## config.mk

```make
export PLATFORM = sky130hd
export DESIGN_NAME = bus_xfer_arbiter
export DESIGN_NICKNAME = d
export VERILOG_FILES = /design/src/rtl/bus_xfer_arbiter.sv
export SDC_FILE = /design/constraint.sdc
export NUM_CORES = 1
export LEC_CHECK = 0
export ABC_AREA = 1
export BUFFER_PORTS_ARGS = -buffer_cell sky130_fd_sc_hd__buf_2
export CORE_MARGIN = 1.5
export CORE_UTILIZATION = 40
export DETAILED_ROUTE_END_ITERATION = 8
export GPL_TIMING_DRIVEN = 0
export PLACE_DENSITY_LB_ADDON = 0.3
export SLEW_MARGIN = 0
export SYNTH_ARGS = -nofsm -noshare
export SYNTH_HDL_FRONTEND = slang
export SYNTH_SLANG_ARGS = --single-unit
```

## constraint.sdc

```tcl
create_clock -name clk -period 1.98 [get_ports clk]
set_input_delay 0.594 -clock clk [delete_from_list [all_inputs] [get_ports clk]]
set_output_delay 0.594 -clock clk [all_outputs]
set_load 0.03 [all_outputs]
```

## src/rtl/bus_xfer_arbiter.sv

```systemverilog
// Round-robin sequencer for the shared register-bank bus: grants one requester,
// drives one ld/inc strobe for a cycle, then pulses done back to that requester.
module bus_xfer_arbiter #(
  parameter int N_REQ  = 4,
  parameter int N_DST  = 4,
  parameter int DATA_W = 8,
  parameter int DST_W  = 2
) (
  input  logic                    clk,
  input  logic                    clr,
  input  logic                    halt,
  input  logic [N_REQ-1:0]        req,
  input  logic [N_REQ*DATA_W-1:0] req_data,
  input  logic [N_REQ*DST_W-1:0]  req_dst,
  input  logic [N_REQ-1:0]        req_op,
  output logic [N_REQ-1:0]        gnt,
  output logic [N_REQ-1:0]        done,
  output logic [DATA_W-1:0]       bus_data,
  output logic [N_DST-1:0]        dst_ld,
  output logic [N_DST-1:0]        dst_inc,
  output logic                    busy
);

  localparam int PTR_W = (N_REQ > 1) ? $clog2(N_REQ) : 1;

  typedef enum logic [1:0] {IDLE, XFER, ACK} state_t;

  state_t              state_reg, state_next;
  logic [PTR_W-1:0]    ptr_reg, ptr_next;
  logic [PTR_W-1:0]    win_reg, win_next;
  logic [N_REQ-1:0]    gnt_reg, gnt_next;
  logic [N_REQ-1:0]    done_reg, done_next;
  logic [DATA_W-1:0]   bus_reg, bus_next;
  logic [N_DST-1:0]    ld_reg, ld_next;
  logic [N_DST-1:0]    inc_reg, inc_next;
  logic                busy_reg, busy_next;

  logic [DATA_W-1:0]   data_arr [N_REQ];
  logic [DST_W-1:0]    dst_arr  [N_REQ];

  genvar gi;
  generate
    for (gi = 0; gi < N_REQ; gi++) begin : g_slice
      assign data_arr[gi] = req_data[gi*DATA_W +: DATA_W];
      assign dst_arr[gi]  = req_dst[gi*DST_W +: DST_W];
    end
  endgenerate

  // Search upward from ptr with wrap; iterating from the far end lets the
  // nearest set request overwrite any farther one.
  logic             found;
  logic [PTR_W-1:0] win;
  logic [PTR_W:0]   sum;

  always_comb begin
    found = 1'b0;
    win   = ptr_reg;
    sum   = '0;
    for (int k = N_REQ - 1; k >= 0; k--) begin
      sum = {1'b0, ptr_reg} + (PTR_W + 1)'(k);
      if (sum >= (PTR_W + 1)'(N_REQ)) begin
        sum = sum - (PTR_W + 1)'(N_REQ);
      end
      if (req[sum[PTR_W-1:0]]) begin
        found = 1'b1;
        win   = sum[PTR_W-1:0];
      end
    end
  end

  logic [N_DST-1:0] dst_hot;
  logic [N_REQ-1:0] win_hot;

  assign dst_hot = N_DST'(1) << dst_arr[win];
  assign win_hot = N_REQ'(1) << win;

  always_comb begin
    state_next = state_reg;
    ptr_next   = ptr_reg;
    win_next   = win_reg;
    gnt_next   = gnt_reg;
    done_next  = done_reg;
    bus_next   = bus_reg;
    ld_next    = ld_reg;
    inc_next   = inc_reg;
    busy_next  = busy_reg;
    case (state_reg)
      IDLE: begin
        if (!halt && found) begin
          state_next = XFER;
          win_next   = win;
          gnt_next   = win_hot;
          busy_next  = 1'b1;
          done_next  = '0;
          if (req_op[win]) begin
            inc_next = dst_hot;
            ld_next  = '0;
            bus_next = '0;
          end else begin
            ld_next  = dst_hot;
            inc_next = '0;
            bus_next = data_arr[win];
          end
        end
      end
      XFER: begin
        // The destination captures at this edge; bus_data is left as-is.
        ld_next    = '0;
        inc_next   = '0;
        done_next  = gnt_reg;
        state_next = ACK;
      end
      ACK: begin
        done_next  = '0;
        gnt_next   = '0;
        busy_next  = 1'b0;
        bus_next   = '0;
        ptr_next   = (win_reg == PTR_W'(N_REQ - 1)) ? '0 : win_reg + 1'b1;
        state_next = IDLE;
      end
      default: begin
        state_next = IDLE;
      end
    endcase
  end

  always_ff @(posedge clk or posedge clr) begin
    if (clr) begin
      state_reg <= IDLE;
      ptr_reg   <= '0;
      win_reg   <= '0;
      gnt_reg   <= '0;
      done_reg  <= '0;
      bus_reg   <= '0;
      ld_reg    <= '0;
      inc_reg   <= '0;
      busy_reg  <= 1'b0;
    end else begin
      state_reg <= state_next;
      ptr_reg   <= ptr_next;
      win_reg   <= win_next;
      gnt_reg   <= gnt_next;
      done_reg  <= done_next;
      bus_reg   <= bus_next;
      ld_reg    <= ld_next;
      inc_reg   <= inc_next;
      busy_reg  <= busy_next;
    end
  end

  assign gnt      = gnt_reg;
  assign done     = done_reg;
  assign bus_data = bus_reg;
  assign dst_ld   = ld_reg;
  assign dst_inc  = inc_reg;
  assign busy     = busy_reg;

endmodule

```

# Word level (Yosys, flattened, before mapping)
# Cells that the tools add are included.
word_totals:
  ff_bits: 31
  output_inout_bits: 25
  wordCells: 90
op_classes:
  add_sub_neg: 8
  order_cmp: 10
  n_eq_ne: 4
  shift: 2
  n_mux: 46
  bitwise: 1
  n_reduce_logical: 10
ops:
  columns: ["op", "count"]
  rows:
  - ["8-bit 2-to-1 mux", 4]
  - ["2-bit 2-to-1 mux", 12]
  - ["4-bit 2-to-1 mux", 6]
  - ["4-bit case mux with 2 select lines", 3]
  - ["8-bit binary-select mux with 2-bit select", 1]
  - ["8-bit case mux with 2 select lines", 1]
  - ["2-bit by 3-bit less-than comparator with 1-bit output, second input constant", 5]
  - ["3-bit >= comparator, second input constant", 4]
  - ["4-bit case mux with 3 select lines", 1]
  - ["1-bit binary-select mux with 2-bit select", 5]
  - ["1-bit 2-to-1 mux", 10]
  - ["2-bit AND reduction", 4]
  - ["1-bit by 2-bit << shifter with 4-bit output, first input constant", 2]
  - ["2-bit by 1-bit subtractor with 2-bit output, second input constant", 4]
  - ["2-bit by 2-bit adder with 3-bit output, second input constant", 2]
  - ["2-bit binary-select mux with 2-bit select", 1]
  - ["2-bit == test, second input constant", 2]
  - ["2-bit case mux with 2 select lines", 1]
  - ["2-bit nonzero test", 2]
  - ["2-bit by 1-bit adder with 3-bit output, second input constant", 1]
  - ["2-bit by 3-bit >= comparator with 1-bit output, second input constant", 1]
  - ["2-bit NOT with 3-bit output", 1]
  - ["3-bit nonzero test", 1]
  - ["2-bit by 1-bit adder with 2-bit output, second input constant", 1]
  - ["6 further kinds", 6]

# Logic depth before layout (Yosys ltp)
# Gate-level depths: netlist (run 1).
logic_depth:
  ltp_word: 17
  depth_mapped: 19

# Worst setup path after synthesis (run 1)
# Ideal clock, no wire load.
synth_path:
  path_type: "input to register"
  start: "in req[1]"
  end: "reg bus_reg[0], in the netlist bus_data[0]"
  setup_ns: 0.117
  arrival_ns: 1.741
  required_ns: 1.863
  path_slack_ns: 0.122
  path_stages: 15
  n_path_buf: 1
  path_cell_list: "inv_1 -> nand2_1 -> nand3_1 -> nand2_1 -> inv_2 -> nand3_2 -> nand2_4 -> nand2_4 -> buf_6 -> nand2_2 -> nand3_2 -> nand2_4 -> nor2_8 -> nand2_1 -> nand2_1"
synth_via:
  elab_chain_len: 13
synth_lines:
  columns: ["item", "line", "text"]
  rows:
  - ["start, declared", "12", "input logic [N_REQ-1:0] req,"]
  - ["1-bit binary-select mux with 2-bit select", "64", "if (req[sum[PTR_W-1:0]]) begin"]
  - ["1-bit 2-to-1 mux (implied by the code)", "64", null]
  - ["2-bit 2-to-1 mux (4 in a row)", "64", null]
  - ["2-bit NOT with 3-bit output (implied by the code)", "102", "bus_next = data_arr[win];"]
  - ["8-bit binary-select mux with 2-bit select", "102", null]
  - ["8-bit 2-to-1 mux (implied by the code) (2 in a row)", "102", null]
  - ["8-bit 2-to-1 mux", "95", "if (req_op[win]) begin"]
  - ["8-bit 2-to-1 mux", "89", "if (!halt && found) begin"]
  - ["8-bit case mux with 2 select lines", "87", "case (state_reg)"]
  - ["end signal, assigned", "144", "bus_reg <= bus_next;"]
  - ["end, declared", "33", "logic [DATA_W-1:0] bus_reg, bus_next;"]
# Several ways; a longest one is shown, not always the timed one. The select of a mux whose other input is x is not followed.
# A chain may end at the register's enable or synchronous reset.

# Worst setup path in the final report (run 1)
layout_path:
  start: "reg ptr_reg[0]"
  end: "reg bus_reg[0], in the netlist bus_data[0]"
layout_via:
  elab_chain_len: 16
layout_lines:
  columns: ["item", "line", "text"]
  rows:
  - ["start, declared", "29", "logic [PTR_W-1:0] ptr_reg, ptr_next;"]
  - ["start signal, assigned", "140", "ptr_reg <= ptr_next;"]
  - ["2-bit by 2-bit adder with 3-bit output", "60", "sum = {1'b0, ptr_reg} + (PTR_W + 1)'(k);"]
  - ["3-bit >= comparator / 2-bit by 1-bit subtractor with 2-bit output (equally long branches)", "61, 62", null]
  - ["2-bit 2-to-1 mux", "61", "if (sum >= (PTR_W + 1)'(N_REQ)) begin"]
  - ["1-bit binary-select mux with 2-bit select", "64", null]
  - ["1-bit 2-to-1 mux (implied by the code)", "64", null]
  - ["2-bit 2-to-1 mux (4 in a row)", "64", null]
  - ["2-bit NOT with 3-bit output (implied by the code)", "102", null]
  - ["8-bit binary-select mux with 2-bit select", "102", null]
  - ["8-bit 2-to-1 mux (implied by the code) (2 in a row)", "102", null]
  - ["8-bit 2-to-1 mux", "95", null]
  - ["8-bit 2-to-1 mux", "89", null]
  - ["8-bit case mux with 2 select lines", "87", null]
# Several ways; a longest one is shown, not always the timed one. The select of a mux whose other input is x is not followed.

==> results.yml, run 1 <==
run_status:
  status: "finished, violations left"
  violations: "setup timing"
route:
  via_per_inst: 4.99
  wl_um: 6030
  dr_wl_met3_um: 305
  drt_iter0_markers: 121
  top_layer_used: "met4"
  drt_first_pass_iters: 4
  wl_met2_um: 2930
  final_antenna_net_count: 0
  wl_per_cell_um: 13.1
  drt-met1-wl_um: 2740
  vias: 2296
  drc: 0
cts:
  hold_buffers: 0
  clock-sinks: 31
  clock_path_buffers: 2
  cts_buffers: 5
  clk_latency_ns: 0.28
  clk_pin_slew_ns: 0.07
  cts_htree_levels: 2
  cts-root-buf: "clkbuf_8"
  tritoncts: "done"
job:
  maxCapViolCount: 0
critical_path:
  path_class: "register to register"
  cp.arrival_ns: 2.25
  worst_setup_path_start_kind: "register"
  crit_path_cell_trace: "buf_6, clkinv_8, nand2_2, nand3_1, nand2_2, nand3_4, nand4_4, buf_6, nand3b_1, nand3_4, nand2_4, nor2_8, nand2_1, nand2_1"
  path_max_fanout: 10
  end_kind: "register"
  cp_num_buf_inv: 3
  cp_slowest_cell: "dfrtp_1"
  required_ns: 2.21
  crit_family: "simple AND/OR/NAND/NOR gates"
  critPathMaxStageDelay_ns: 0.34
layout:
  largest_reg_flops: 8
  layout.nets: 444
  multi_input_area_um2: 1380
  drive_above_1_share: 0.449
  antenna_cells: 0
  syn2layout_area_growth_pct: 41.7
  n_fill_cell: 479
  final-seq-area_um2: 777
  design_area_um2: 3120
synthesis:
  synth_top_area_cell: "dfrtp_1"
  yosysMostFrequentCell: "nand2_1"
  synth_area_um2: 2200
  synth-seq-cells: 31
  async_flop_share: 1.00
  synthCells: 293
  synthesis.nets: 348
  ys_types: 28
  synthTopCellsByArea: "dfrtp_1 (35%), nand2_1 (16%), nand3_1 (14%)"
  synth_edf_count: 0
  synth.cells.most_frequent: "nand2_1 (96), nand3_1 (61), dfrtp_1 (31), inv_1 (18), nand2_2 (14)"
  synth_top_area_frac: 0.353
  yosysWarnings: 0
  synth_ff_type: "dfrtp_1"
  synth_seq_area_share: 0.353
  syn_area_per_cell_um2: 7.51
grt:
  antenna_found_initial: 0
  grt_remaining_overflow: 0
  gr-usage-all-layers: 0.193
  grt_pass1_wl_um: 9340
  grt_max_degree: 32
  grt_pass1_vias: 2048
worst_hold_path:
  hold_path.class: "input port to async pin"
die:
  fp.dieH_um: 77.2
  floorplan.rows: 26
  num_io_pins: 76
  core-area_um2: 5200
  die-area_um2: 5950
  initial_utilization: 0.423
  die_w_um: 77.2
timing:
  fmax_mhz: 496
  setup_ws_ns: -0.0380
  hold_viol: 0
  period_minus_slack_ns: 2.02
  setup_tns_ns: -0.293
  worst_pin_slew_ns: 0.595
  relSlewSlack: 0.603
  drv_slew: 0
  finalCritPeriodShare: 1.02
  fin_skew_ns: 0.00685
  hold_ws_ns: 0.364
  setup_viol: 11
  grt_setup_unrepaired: "yes"
power_and_ir_drop:
  totalPowerFinal_mw: 6.73
  power.density_nw_per_um2: 2160
  p_leak_nw: 1.71
  peakVddDrop_mv: 1.18
placement:
  gp_congestion: 0.827
  dp_slack_ns: -0.180
  postPlaceCellArea_um2: 2660
  portBuffers: 75
  dp_hpwl_um: 4190
stage by stage:
step / instances / util
floorplan: 293 / -
finish: 460 / 0.599
CTS: 450 / 0.540
global placement: 438 / 0.512
global route: 460 / 0.599
detailed placement: 438 / 0.512
where the power goes:
part,total [mW],leakage (nW),internal [mW],switching (mW)
logic,5.19,1.25,1.95,3.24
clock network,0.561,0.0505,0.316,0.245
registers,0.981,0.412,0.848,0.133
kinds of logic (layout without fill, tap and decap cells):
| kind of cell | Yosys count | in the layout | synth area share |
|---|---|---|---|
| AO/OA/AOI/OAI | 13 | 13 | 0.0410 |
| adder cells (fa/ha/maj) | 4 | 4 | 0.0228 |
| buffers and inverters | 39 | 136 | 0.0956 |
| flip-flops | 31 | 31 | 0.353 |
| AND/OR/NAND/NOR | 206 | 206 | 0.488 |
metal layers:
| layer | up-vias | GRT usage |
|---|---|---|
| met5 | - | 0 |
| met4 | 0 | 0.0455 |
| met3 | 7 | 0.0298 |
| met2 | 76 | 0.309 |
| met1 | 1060 | 0.272 |
| li1 | 1153 | - |
layout by cell type (no fill, tap or decap), types with 2 or more instances in the layout:
cell type / n
clkbuf_8: 7
nand2_1: 81
nand3_4: 3
nand3_1: 59
buf_6: 7
inv_1: 18
o31ai_1: 4
nand3_2: 5
nor2_4: 5
o21ai_0: 4
nand2_8: 2
inv_2: 3
dfrtp_1: 30
buf_8: 2
nand2_2: 17
nand3b_1: 4
nand4_1: 8
buf_2: 78
inv_4: 4
buf_4: 12
nor2_2: 3
ha_1: 4
nand2_4: 16
worst paths after layout:
kind | startpoint | end | slack [ns] | cells past startpoint
max | ptr_reg[0] | bus_data[0] | -0.04 | 14
min | clr | bus_data[6] | 0.36 | 2
max reg2reg | ptr_reg[0] | bus_data[0] | -0.04 | 14
min reg2reg | dst_ld[2] | dst_ld[2] | 0.48 | 2
max in group asynchronous | clr | win_reg[1] | 1.11 | 3
min in group clk | dst_ld[2] | dst_ld[2] | 0.48 | 2
what timing repair did:
action,CTS,global route
gates resized for setup,5,50
endpoints found under the setup margin,14,21
setup buffers,4,6
pin swaps,3,20
cloned,0,3
area by class of cell:
class,count,area share
multi-input cells,223,0.442
flip-flops and latches,31,0.249
repair buffers,89,0.167
inverters,27,0.0413
plain buffers,12,0.0393
clock buffers,7,0.0309
well taps,70,0.0281
clock inverters,1,0.00241
(Power assumes the default switching activity.)
==> run 2: changes to the inputs <==
--- a/config.mk
+++ b/config.mk
@@ -5,7 +5,6 @@
 export SDC_FILE = /design/constraint.sdc
 export NUM_CORES = 1
 export LEC_CHECK = 0
-export ABC_AREA = 1
 export BUFFER_PORTS_ARGS = -buffer_cell sky130_fd_sc_hd__buf_2
 export CORE_MARGIN = 1.5
 export CORE_UTILIZATION = 40
==> results.yml, run 2 <==
die:
  die_w_um: 69.3
  initial_utilization: 0.428
  floorplan.rows: 23
  num_io_pins: 76
  fp.dieH_um: 69.3
  core-area_um2: 4120
  die-area_um2: 4810
layout:
  layout.nets: 311
  fin_util: 0.617
  drive_above_1_share: 0.516
  n_fill_cell: 351
  mostFrequentLayoutCell: "buf_2"
  syn2layout_area_growth_pct: 44.3
  design_area_um2: 2540
  instances_no_fill: 306
  largest_reg_flops: 8
  layout_common_cells: "buf_2 (74), dfrtp_1 (30), nand2_1 (17)"
  antenna_cells: 0
timing:
  fin_skew_ns: 0.00510
  period_minus_slack_ns: 2.17
  grt_setup_unrepaired: "yes"
  finalCritPeriodShare: 1.09
  setup_ws_ns: -0.188
  fmax_mhz: 461
  drv_slew: 0
  setup_viol: 16
  worst_pin_slew_ns: 0.581
  relSlewSlack: 0.608
  hold_viol: 0
  setup_tns_ns: -2.02
critical_path:
  end_kind: "register"
  reg2reg_slack_ns: -0.15
  r2r_start: "ptr_reg[1]"
  required_ns: 2.15
  worst_setup_path_start_kind: "input port"
  cp.arrival_ns: 2.34
  path_class: "input port to register"
  startpoint: "req[2]"
  path_max_fanout: 5
power_and_ir_drop:
  p_leak_nw: 1.26
  power.density_nw_per_um2: 1520
  peakVddDrop_mv: 0.530
run_status:
  violations: "setup timing"
  status: "finished, violations left"
synthesis:
  synth_top_area_frac: 0.441
  synthesis.nets: 214
  synth_top_area_cell: "dfrtp_1"
  synth_ff_type: "dfrtp_1"
  synth-seq-cells: 31
  ys_types: 34
  syn_area_per_cell_um2: 11.1
  synthCells: 159
  synthTopCellsByArea: "dfrtp_1 (44%), mux4_2 (14%), a22o_1 (4.0%)"
  synth_edf_count: 0
  synth_seq_area_share: 0.441
  yosysWarnings: 0
  async_flop_share: 1.00
  synth_area_um2: 1760
  yosysMostFrequentCell: "dfrtp_1"
  synth.cells.most_frequent: "dfrtp_1 (31), nand2_1 (17), inv_1 (11), mux4_2 (11), nand3_1 (10)"
cts:
  cts_buffers: 5
  clk_pin_slew_ns: 0.07
  clock_path_buffers: 2
  clk_latency_ns: 0.28
  tritoncts: "done"
  clock-sinks: 31
  cts-root-buf: "clkbuf_8"
  cts_htree_levels: 2
route:
  drt_iter0_markers: 72
  vias: 1645
  final_antenna_net_count: 0
  wl_per_cell_um: 14.7
  drc: 0
  wl_um: 4510
  via_per_inst: 5.38
  drt_first_pass_iters: 4
grt:
  antenna_found_initial: 0
  grt_remaining_overflow: 0
  gr-usage-all-layers: 0.193
  grt_pass1_vias: 1667
  grt_pass1_wl_um: 7510
  grt_max_degree: 32
worst_hold_path:
  hold_path.class: "input port to async pin"
placement:
  portBuffers: 75
  dp_slack_ns: -0.769
  dp_cells: 284
  postPlaceCellArea_um2: 2220
  gp_congestion: 0.773
  dp_hpwl_um: 3240
job:
  maxCapViolCount: 0
-- run 2: cell types whose count changed after synthesis, moves of 6 or more --
cell,previous run,this run
nand3_2,6,0
nand2_2,14,0
nand2_1,96,17
nand2_4,6,0
nor2_1,1,8
mux4_2,0,11
a22o_1,0,8
nand4_1,8,1
inv_2,7,0
nand3_1,61,10
inv_1,18,11
clkbuf_1,0,7
-- run 2: final cells by class --
type                       instances  area [µm²]  area share
timing repair buffer              90         547       0.215
buffer                             9        50.0      0.0197
clock buffer                       6        82.6      0.0325
clock inverter                     1        5.00     0.00197
inverter                          11        41.3      0.0163
multi-input combinational        108         975       0.384
sequential                        31         777       0.306
tap                               50        62.6      0.0246
-- run 2: logic make-up (layout without fill, tap and decap cells) --
family                     after synthesis  in the layout  synth area share
AOI/OAI and AO/OA                       38             38             0.164
adders and majority gates                4              4            0.0284
buffers and inverters                   20            117            0.0490
DFF                                     31             31             0.441
muxes                                   14             14             0.160
and+or+nand+nor                         52             52             0.158
-- run 2: what timing repair did --
item,4_1_cts,5_1_grt
buffers inserted,10,4
pin swaps,8,11
cloned,0,0
hold buffers,0,0
setup endpoints to repair,16,21
resized for setup,18,13
-- run 2: path summary, 6_finish.rpt --
| path | to | cells after the start |
|---|---|---|
| max | dst_ld[3] | 9 |
| min | done[2] | 2 |
| max reg2reg | dst_inc[1] | 9 |
| min reg2reg | dst_inc[3] | 2 |
| max in group asynchronous | ptr_reg[0] | 3 |
| min in group clk | dst_inc[3] | 2 |
-- run 2: routing by layer --
layer / GRT usage / wire length, µm
met2: 0.319 / 2260
met4: 0.0719 / 78
met1: 0.238 / 1900
met3: 0.0596 / 282
met5: 0 / 0
-- run 2: report_power, final --
part           switching (mW)  total, mW  internal, mW
Combinational            1.30       2.28         0.987
Sequential              0.181       1.07         0.885
Clock                   0.232      0.504         0.272
-- run 2: worst max-delay path, stage by stage --
cell       delay (ns)
buf_8            0.11
nor2_2           0.11
a2bb2oi_2        0.13
o221a_1          0.21
buf_6            0.11
buf_4            0.11
mux4_2           0.55
nor2b_4          0.16
a32o_1           0.25
-- run 2: stage by stage --
step | total power [mW] | hold slack [ns]
floorplan | 2.50 | 0.484
global placement | 2.97 | 0.473
detailed placement | 3.01 | 0.472
CTS | 3.74 | 0.487
global route | 4.12 | 0.304
finish | 3.85 | 0.277
==> run 3: changes to the inputs <==
==> constraint.sdc (replaced) <==
create_clock -name clk -period 2.7 [get_ports clk]
set_input_delay 0.81 -clock clk [delete_from_list [all_inputs] [get_ports clk]]
set_output_delay 0.81 -clock clk [all_outputs]
set_load 0.03 [all_outputs]
==> results.yml, run 3 (synthesis results as in run 2) <==
critical_path:
  path_class: "input port to register"
  r2r_start: "ptr_reg[1]"
  required_ns: 2.91
  cp_slowest_cell: "mux4_2"
  r2r_end: "bus_data[2]"
  cp.arrival_ns: 2.76
  rr_worst_depth: 7
  critPathMaxStageDelay_ns: 0.64
  crit_path_cell_trace: "buf_2, nor2_1, a2bb2oi_1, o221a_1, buf_6, mux4_2, nor4_4, a22o_1"
  path_max_fanout: 9
  cp_num_buf_inv: 2
  end_kind: "register"
  reg2reg_slack_ns: 0.47
  crit_family: "multiplexers"
  worst_setup_path_start_kind: "input port"
die:
  fp.dieH_um: 69.3
  die_w_um: 69.3
  die-area_um2: 4810
  core-area_um2: 4120
  num_io_pins: 76
  floorplan.rows: 23
  initial_utilization: 0.428
route:
  vias: 1606
  drc: 0
  drt_first_pass_iters: 4
  wl_um: 4340
  via_per_inst: 5.44
  wl_per_cell_um: 14.7
  drt_iter0_markers: 61
  final_antenna_net_count: 0
layout:
  fin_util: 0.563
  layout.nets: 300
  mostFrequentLayoutCell: "buf_2"
  n_fill_cell: 386
  drive_above_1_share: 0.433
  layout_common_cells: "buf_2 (75), dfrtp_1 (31), nand2_1 (17)"
  antenna_cells: 0
  largest_reg_flops: 8
  syn2layout_area_growth_pct: 31.6
timing:
  finalCritPeriodShare: 0.944
  relSlewSlack: 0.249
  drv_slew: 0
  fin_skew_ns: 0.00270
  worst_pin_slew_ns: 1.12
  fmax_mhz: 392
  grt_setup_unrepaired: "no"
  setup_viol: 0
  period_minus_slack_ns: 2.55
  hold_viol: 0
grt:
  antenna_found_initial: 0
  grt_pass1_vias: 1623
  grt_pass1_wl_um: 7340
  grt_remaining_overflow: 0
  gr-usage-all-layers: 0.185
  grt_max_degree: 32
cts:
  clock-sinks: 31
  clk_latency_ns: 0.27
  cts_htree_levels: 2
  clock_path_buffers: 2
  tritoncts: "done"
  clk_pin_slew_ns: 0.06
  cts_buffers: 5
  cts_resized: 0
  cts-root-buf: "clkbuf_8"
worst_hold_path:
  hold_depth: 1
  min_from: "dst_inc[1]"
  hold_path.class: "register to register"
  hold_end: "dst_inc[1]"
placement:
  portBuffers: 75
  dp_hpwl_um: 3290
  gp_congestion: 0.764
power_and_ir_drop:
  totalPowerFinal_mw: 2.58
  p_leak_nw: 1.15
  peakVddDrop_mv: 0.611
  power.density_nw_per_um2: 1110
job:
  maxCapViolCount: 0
run_status:
  status: "finished clean"
[run 3: cell count changes in the layout (fill, tap and decap cells not counted), moves of 2 or more]
cell / before / now
buf_4: 9 / 5
buf_6: 7 / 1
buf_8: 2 / 0
nor2_1: 6 / 8
nor2b_1: 1 / 5
nor2b_4: 4 / 0
[run 3: per-layer routing]
metal / up-vias / track usage / routed length, µm
met1: 779 / 0.242 / 1880
met4: 0 / 0.0392 / 39
met3: 6 / 0.0407 / 212
met2: 55 / 0.315 / 2200
li1: 766 / - / -
met5: - / 0 / 0
[run 3: final cells by class]
type | instances | area, µm² | area share
Clock inverter | 1 | 5.00 | 0.00216
Multi-Input combinational cell | 108 | 898 | 0.388
Sequential cell | 31 | 776 | 0.335
Inverter | 11 | 41.3 | 0.0178
Tap cell | 50 | 62.6 | 0.0270
Clock buffer | 6 | 82.6 | 0.0357
Timing Repair Buffer | 79 | 405 | 0.175
Buffer | 9 | 45.0 | 0.0194
[run 3: power by group]
part,total [mW],leakage [nW],switching [mW],internal [mW]
Combinational,1.45,0.690,0.882,0.564
Clock,0.362,0.0470,0.162,0.200
Sequential,0.774,0.410,0.127,0.648
Total,2.58,1.15,1.17,1.41
[run 3: how the worst max path moves through the flow]
stage	startpoint	depth (start not counted)	end	slack [ns]
after detailed placement	req[0]	6	dst_inc[2]	-0.30
after global placement	req[0]	6	dst_inc[2]	-0.27
after global routing	req[1]	6	dst_ld[0]	0.004
after floorplan	req[0]	5	dst_inc[2]	0.11
final	req[0]	8	bus_data[2]	0.15
after CTS	req[0]	7	dst_inc[2]	0.03
[run 3: stage by stage]
stage / hold slack, ns / area (µm²) / setup TNS [ns] / cells / setup slack, ns
6_report: 0.485 / 2320 / 0 / 295 / 0.152
5_1_grt: 0.503 / 2320 / 0 / 295 / 0.00386
3_3_place_gp: 0.468 / 2200 / -3.30 / 284 / -0.266
4_1_cts: 0.492 / 2290 / 0 / 291 / 0.0319
3_5_place_dp: 0.470 / 2200 / -3.80 / 284 / -0.295
2_1_floorplan: 0.484 / 1760 / 0 / 159 / 0.106
[run 3: timing repair]
item	4_1_cts	5_1_grt
cloned	0	0
buffers inserted	0	4
hold buffers	0	0
pin swaps	1	1
endpoints found under the setup margin	1	12
